### config.mk
export PLATFORM = sky130hd
export DESIGN_NAME = mmio_timer_flat
export DESIGN_NICKNAME = d
export VERILOG_FILES = /design/src/rtl/mmio_timer_if.sv /design/src/rtl/mmio_timer.sv /design/src/flat_wrapper.sv
export SDC_FILE = /design/constraint.sdc
export NUM_CORES = 1
export LEC_CHECK = 0
export CAP_MARGIN = 20
export CORE_MARGIN = 8
export CORE_UTILIZATION = 35
export DETAILED_ROUTE_END_ITERATION = 8
export DONT_BUFFER_PORTS = 1
export PLACE_DENSITY = 0.63
export SETUP_SLACK_MARGIN = 0.1
export SLEW_MARGIN = 25
export SYNTH_ARGS = -nofsm -noshare
export SYNTH_HDL_FRONTEND = slang
export SYNTH_SLANG_ARGS = --single-unit
### constraint.sdc
create_clock -name Clk -period 2.3 [get_ports Clk]
set_clock_uncertainty 0.2 [all_clocks]
set_input_delay 0.46 -clock Clk [delete_from_list [all_inputs] [get_ports Clk]]
set_output_delay 0.46 -clock Clk [all_outputs]
set_load 0.02 [all_outputs]
### src/rtl/mmio_timer_if.sv
// CPU data-bus connection for the memory-mapped timer: the CPU drives the
// address, strobe and write data; the timer returns read data and window hit.
interface mmio_timer_if;
    logic [31:0] Address;
    logic        Wr;
    logic [31:0] Datain;
    logic [31:0] Dataout;
    logic        Hit;

    modport master (
        output Address,
        output Wr,
        output Datain,
        input  Dataout,
        input  Hit
    );

    modport slave (
        input  Address,
        input  Wr,
        input  Datain,
        output Dataout,
        output Hit
    );
endinterface

### src/rtl/mmio_timer.sv
// Memory-mapped prescaled compare timer: CTRL/COMPARE/COUNT/STATUS in a 16-byte
// window, one-cycle registered reads, level interrupt on expiry.
module mmio_timer #(
    parameter logic [31:0] BASE     = 32'h0000_0100,
    parameter int unsigned PRESCALE = 4
) (
    input  logic         Clk,
    input  logic         Reset,
    mmio_timer_if.slave  bus,
    output logic         Irq
);
    localparam logic [31:0] PC_LAST = 32'(PRESCALE - 1);

    logic        hit;
    logic [1:0]  sel;
    logic [3:0]  wr_sel;
    logic [31:0] rd_data;
    logic        tick;
    logic        fire;
    logic        unused_addr_bits;

    logic        en_q, en_d;
    logic        reload_q, reload_d;
    logic        irq_en_q, irq_en_d;
    logic [31:0] compare_q, compare_d;
    logic [31:0] count_q, count_d;
    logic        expired_q, expired_d;
    logic [31:0] pc_q, pc_d;
    logic [31:0] dout_q, dout_d;
    logic        irq_q, irq_d;

    assign hit              = (bus.Address[31:4] == BASE[31:4]);
    assign sel              = bus.Address[3:2];
    assign unused_addr_bits = ^bus.Address[1:0];
    assign bus.Hit          = hit;
    assign bus.Dataout      = dout_q;
    assign Irq              = irq_q;

    // One write strobe per register slot
    for (genvar gi = 0; gi < 4; gi++) begin : g_wr_dec
        assign wr_sel[gi] = hit & bus.Wr & (sel == 2'(gi));
    end

    always_comb begin
        rd_data = '0;
        case (sel)
            2'd0: rd_data = {29'd0, irq_en_q, reload_q, en_q};
            2'd1: rd_data = compare_q;
            2'd2: rd_data = count_q;
            2'd3: rd_data = {31'd0, expired_q};
            default: rd_data = '0;
        endcase
    end

    assign tick = en_q & (pc_q == PC_LAST);
    assign fire = tick & (count_q == compare_q);

    // Bus writes are applied last so they override tick/reload/auto-stop effects
    always_comb begin
        en_d      = en_q;
        reload_d  = reload_q;
        irq_en_d  = irq_en_q;
        compare_d = compare_q;
        count_d   = count_q;
        pc_d      = (en_q && !tick) ? pc_q + 32'd1 : '0;

        if (tick) begin
            if (fire) begin
                if (reload_q) begin
                    count_d = '0;
                end else begin
                    en_d = 1'b0;
                end
            end else begin
                count_d = count_q + 32'd1;
            end
        end

        expired_d = (expired_q & ~(wr_sel[3] & bus.Datain[0])) | fire;

        if (wr_sel[0]) begin
            en_d     = bus.Datain[0];
            reload_d = bus.Datain[1];
            irq_en_d = bus.Datain[2];
            if (!bus.Datain[0]) begin
                pc_d = '0;
            end
        end
        if (wr_sel[1]) begin
            compare_d = bus.Datain;
        end
        if (wr_sel[2]) begin
            count_d = bus.Datain;
        end

        dout_d = (hit && !bus.Wr) ? rd_data : '0;
        irq_d  = expired_q & irq_en_q;
    end

    always_ff @(posedge Clk) begin
        if (Reset) begin
            en_q      <= 1'b0;
            reload_q  <= 1'b0;
            irq_en_q  <= 1'b0;
            compare_q <= '0;
            count_q   <= '0;
            expired_q <= 1'b0;
            pc_q      <= '0;
            dout_q    <= '0;
            irq_q     <= 1'b0;
        end else begin
            en_q      <= en_d;
            reload_q  <= reload_d;
            irq_en_q  <= irq_en_d;
            compare_q <= compare_d;
            count_q   <= count_d;
            expired_q <= expired_d;
            pc_q      <= pc_d;
            dout_q    <= dout_d;
            irq_q     <= irq_d;
        end
    end
endmodule

### src/flat_wrapper.sv
// flat-port wrapper written by rule: the top's interface ports become plain ports
module mmio_timer_flat 
#(
    parameter logic [31:0] BASE     = 32'h0000_0100,
    parameter int unsigned PRESCALE = 4
)
  (Clk, Reset, Irq, bus_Address, bus_Wr, bus_Datain, bus_Dataout, bus_Hit);
  mmio_timer_if bus_i ();
  input  logic Clk;
  input  logic Reset;
  output logic Irq;
  input wire logic [$bits(bus_i.Address)-1:0] bus_Address;
  input wire logic [$bits(bus_i.Wr)-1:0] bus_Wr;
  input wire logic [$bits(bus_i.Datain)-1:0] bus_Datain;
  output wire logic [$bits(bus_i.Dataout)-1:0] bus_Dataout;
  output wire logic [$bits(bus_i.Hit)-1:0] bus_Hit;
  assign bus_i.Address = bus_Address;
  assign bus_i.Wr = bus_Wr;
  assign bus_i.Datain = bus_Datain;
  assign bus_Dataout = bus_i.Dataout;
  assign bus_Hit = bus_i.Hit;
  mmio_timer #(.BASE(BASE), .PRESCALE(PRESCALE)) u_core (.Clk(Clk), .Reset(Reset), .bus(bus_i), .Irq(Irq));
endmodule
==> flow_summary_export.csv <==
group,metric,value,unit
clock_network,clkSlewWorstSetupHoldPaths,0.06,ns
timing,max_freq,424,MHz
clock_network,insertion_delay,0.43,ns
synthesis,ys_warn_count,0,
timing,fin_hold_ws,-0.0913,ns
pwr,pwr-share-clk,0.524,
timing,maxSlewViolCount,0,
floorplanning,io_pins,101,
final_layout,antenna_cells,0,
clock_network,clockBufferDepth,2,
grt,grt_overflow,0,
timing,period_minus_slack,2.36,ns
placement,gp_congestion,0.941,
timing,hold_viol,64,
synthesis,ys_top_cells_by_area,"dfxtp_1 (40%), nor2_1 (7.3%), xor2_1 (7.1%)",
grt,busiest_layer,"met2",
pwr,p_sw,0.00125,W
critical_path,worst_path_max_delay_cell,"dfxtp_1",
grt,grt_pass1_vias,6302,
synthesis,yosysTopAreaCellShare,0.402,
critical_path,crit_path_max_incr_delay,0.43,ns
clock_network,cts_sinks,133,
pwr,p_sw_frac,0.237,
critical_path,startpoint_type,"flop",
pwr,power.static_leakage,3.48,nW
critical_path,reg2reg_from,"u_core.count_q[9]",
route,drt_pass1_iterations,6,
grt,grt_usage,0.177,
critical_path,path_class,"reg -> reg",
synthesis,synth_area,6620,um^2
pwr,ir_worst_vdd,0.000502,V
timing,max-slew-margin-rel,0.721,
clock_network,cts_root_buffer,"clkbuf_16",
synthesis,async_flop_share,0,
critical_path,reg2reg_slack,-0.06,ns
timing,finalCritPeriodShare,1.03,
pwr,p_seq_frac,0.440,
clock_network,hold_buffers,3,
job,drv_cap,0,
grt,antenna_found_initial,0,
synthesis,yosysTopAreaCell,"dfxtp_1",
synthesis,synth_cell_types,60,
grt,grt_max_degree,69,
status,status,"finished with violations",
critical_path,cp_max_fo,6,
route,ant_nets,0,
grt,groute.layer.met2.usage,0.303,
pwr,comb_power_share,0.036,
status,violations,"hold timing, setup timing",
grt,grt_first_pass_wirelength,33300,um
pwr,power_density,563,nW/um^2
route,drc_errors,0,
min_path,hold_start,"Reset",
synthesis,yosysSeqAreaShare,0.402,
final_layout,areaGrowthSynthToFinish,41.3,%
critical_path,cpMostUsedCell,"buf_4",
route,wirelength,22000,um
pwr,internal_power,0.00401,W
critical_path,critPathCapture,"u_core.count_q[3]",
timing,tightest_slew,0.419,ns
clock_network,htree_levels,4,
timing,fin_ws,-0.0611,ns
grt,grt_util_met3,0.0614,
critical_path,worstSetupEndpointType,"flop",
floorplanning,initial_core_util,0.355,
route,viasPerCell,5.57,
route,wl_per_cell,19.0,um
timing,rsz0062_at_grt,"true",
placement,hpwlAfterDp,14900,um
critical_path,startpoint,"u_core.count_q[9]",
timing,setup_violations,17,
critical_path,crit_arrival,2.51,ns
placement,port_buffers,0,
synthesis,synth_ff_type,"dfxtp_1",
final_layout,utilization,0.501,
floorplanning,rows,50,
synthesis,avgSynthCellArea,8.67,um^2
critical_path,worstPathCellList,"xor2_1, nor4_2, nand4_1, buf_4, o31ai_4, buf_4, buf_12, buf_16, a21oi_1, o22ai_1",
floorplanning,die-height,153,um
synthesis,ys_ff_latch,133,
critical_path,cp.required,2.45,ns
min_path,min_path_type,"in -> reg",
final_layout,fin_nets,981,
clock_network,numCtsBuffers,17,
synthesis,synth_most_common_cell,"dfxtp_1",
synthesis,syn_nets,832,
clock_network,cts_tree,"built",
synthesis,synth.top_cells.by_count,"dfxtp_1 (133), nor2_1 (128), xor2_1 (54), nand2_1 (45), a22oi_1 (44)",
critical_path,ff2ff_path_depth,10,
grt,grtUsageMet1,0.199,
synthesis,synth_edf_count,0,
floorplanning,fp.dieW,153,um
route,vias,6459,
synthesis,netlist_instances,763,
final_layout,drive_above_1_share,0.352,
route,drt-initial-drc-count,497,
critical_path,rr_endpoint,"u_core.count_q[3]",
floorplanning,fp.coreArea,18600,um^2
floorplanning,die-area,23600,um^2
[timing repair]
action	CTS	global route
hold endpoints to repair	67	64
endpoints found under the setup margin	34	68
cloned	3	3
resized for setup	68	77
buffers inserted	14	12
pin swaps	28	52
[stage by stage]
stage	instances	instance area, um^2	TNS, ns	setup WS (ns)	total power, W
3_3_place_gp	1093	7820	-12.36	-0.359	0.00249
5_1_grt	1159	9350	-2.00	-0.126	0.00542
6_report	1159	9350	-0.469	-0.0611	0.00526
4_1_cts	1144	8850	0	0.0256	0.00528
2_1_floorplan	763	6650	-6.77	-0.133	0.00245
3_5_place_dp	1093	7820	-14.14	-0.387	0.00249
[power groups by stage]
stage | clock network (W) | logic [W] | registers (W)
global placement | 0 | 0.000132 | 0.00236
finish | 0.00276 | 0.000191 | 0.00231
global route | 0.00291 | 0.000197 | 0.00231
floorplan | 0 | 0.0000939 | 0.00236
detailed placement | 0 | 0.000131 | 0.00236
CTS | 0.00280 | 0.000166 | 0.00231
[critical path: cells and delay by family (launching register included)]
kind            cells  cell delay, ns
buf+inv             4            0.57
simple gates        2            0.53
flops               1            0.43
compound gates      3            0.39
xor+xnor            1            0.16
[cell families (layout without fill, tap and decap cells)]
kind of cell	count (synthesis)	in the layout	synth area share
and+or+nand+nor	322	322	0.245
muxes	38	38	0.0594
adders and majority gates	2	2	0.00378
xor gates and xnor gates	70	70	0.0927
buffers and inverters	68	230	0.0586
AOI/OAI and AO/OA	130	130	0.138
DFF	133	133	0.402
[cells in the final DEF (no fill, tap or decap), drive strengths merged, types with 3 or more instances in the layout]
cell type / synthesis / routed
xor2: 54 / 54
nand2: 45 / 45
a32oi: 4 / 4
clkinvlp: 0 / 6
nor2: 128 / 128
xnor2: 16 / 16
or4: 3 / 3
a2111oi: 3 / 3
nor4: 23 / 23
a211oi: 7 / 7
o211ai: 6 / 6
mux2i: 37 / 37
a21oi: 29 / 29
and3: 14 / 14
a31oi: 4 / 4
dfxtp: 133 / 133
dlygate4sd3: 0 / 3
a22oi: 44 / 44
inv: 8 / 14
a221oi: 4 / 4
nand4: 28 / 28
clkbuf: 24 / 20
nor3: 15 / 15
nand3: 31 / 31
and2: 6 / 6
o22ai: 8 / 8
o21ai: 11 / 11
and4: 13 / 13
buf: 35 / 183
nor2b: 5 / 5
[worst min-delay path by stage]
stage | endpoint | depth (start not counted)
2_1_floorplan | u_core.pc_q[0] | 1
3_3_place_gp | u_core.expired_q | 2
3_5_place_dp | u_core.expired_q | 2
4_1_cts | u_core.expired_q | 1
5_1_grt | u_core.compare_q[31] | 1
6_report | u_core.compare_q[31] | 1
[sequential cells by signal (all words and copies together), names as in the netlist]
register,flops
u_core.bus.Dataout,32
u_core.compare_q,32
u_core.count_q,32
u_core.pc_q,32
u_core.Irq,1
u_core.en_q,1
u_core.expired_q,1
u_core.irq_en_q,1
u_core.reload_q,1
[final cells by class]
| class | count | area [um^2] |
|---|---|---|
| Clock inverter | 15 | 169 |
| Sequential cell | 133 | 2680 |
| Inverter | 9 | 33.8 |
| Clock buffer | 17 | 425 |
| Timing Repair Buffer | 189 | 1650 |
| Tap cell | 234 | 293 |
| Multi-Input combinational cell | 562 | 4100 |
| Fill cell | 1664 | 9300 |
[layer usage]
layer,up-vias,share of wire
li1,3047,-
met1,3098,0.40
met2,254,0.49
met3,60,0.081
met4,0,0.030
met5,-,0
Power figures use the tool's default switching activity.
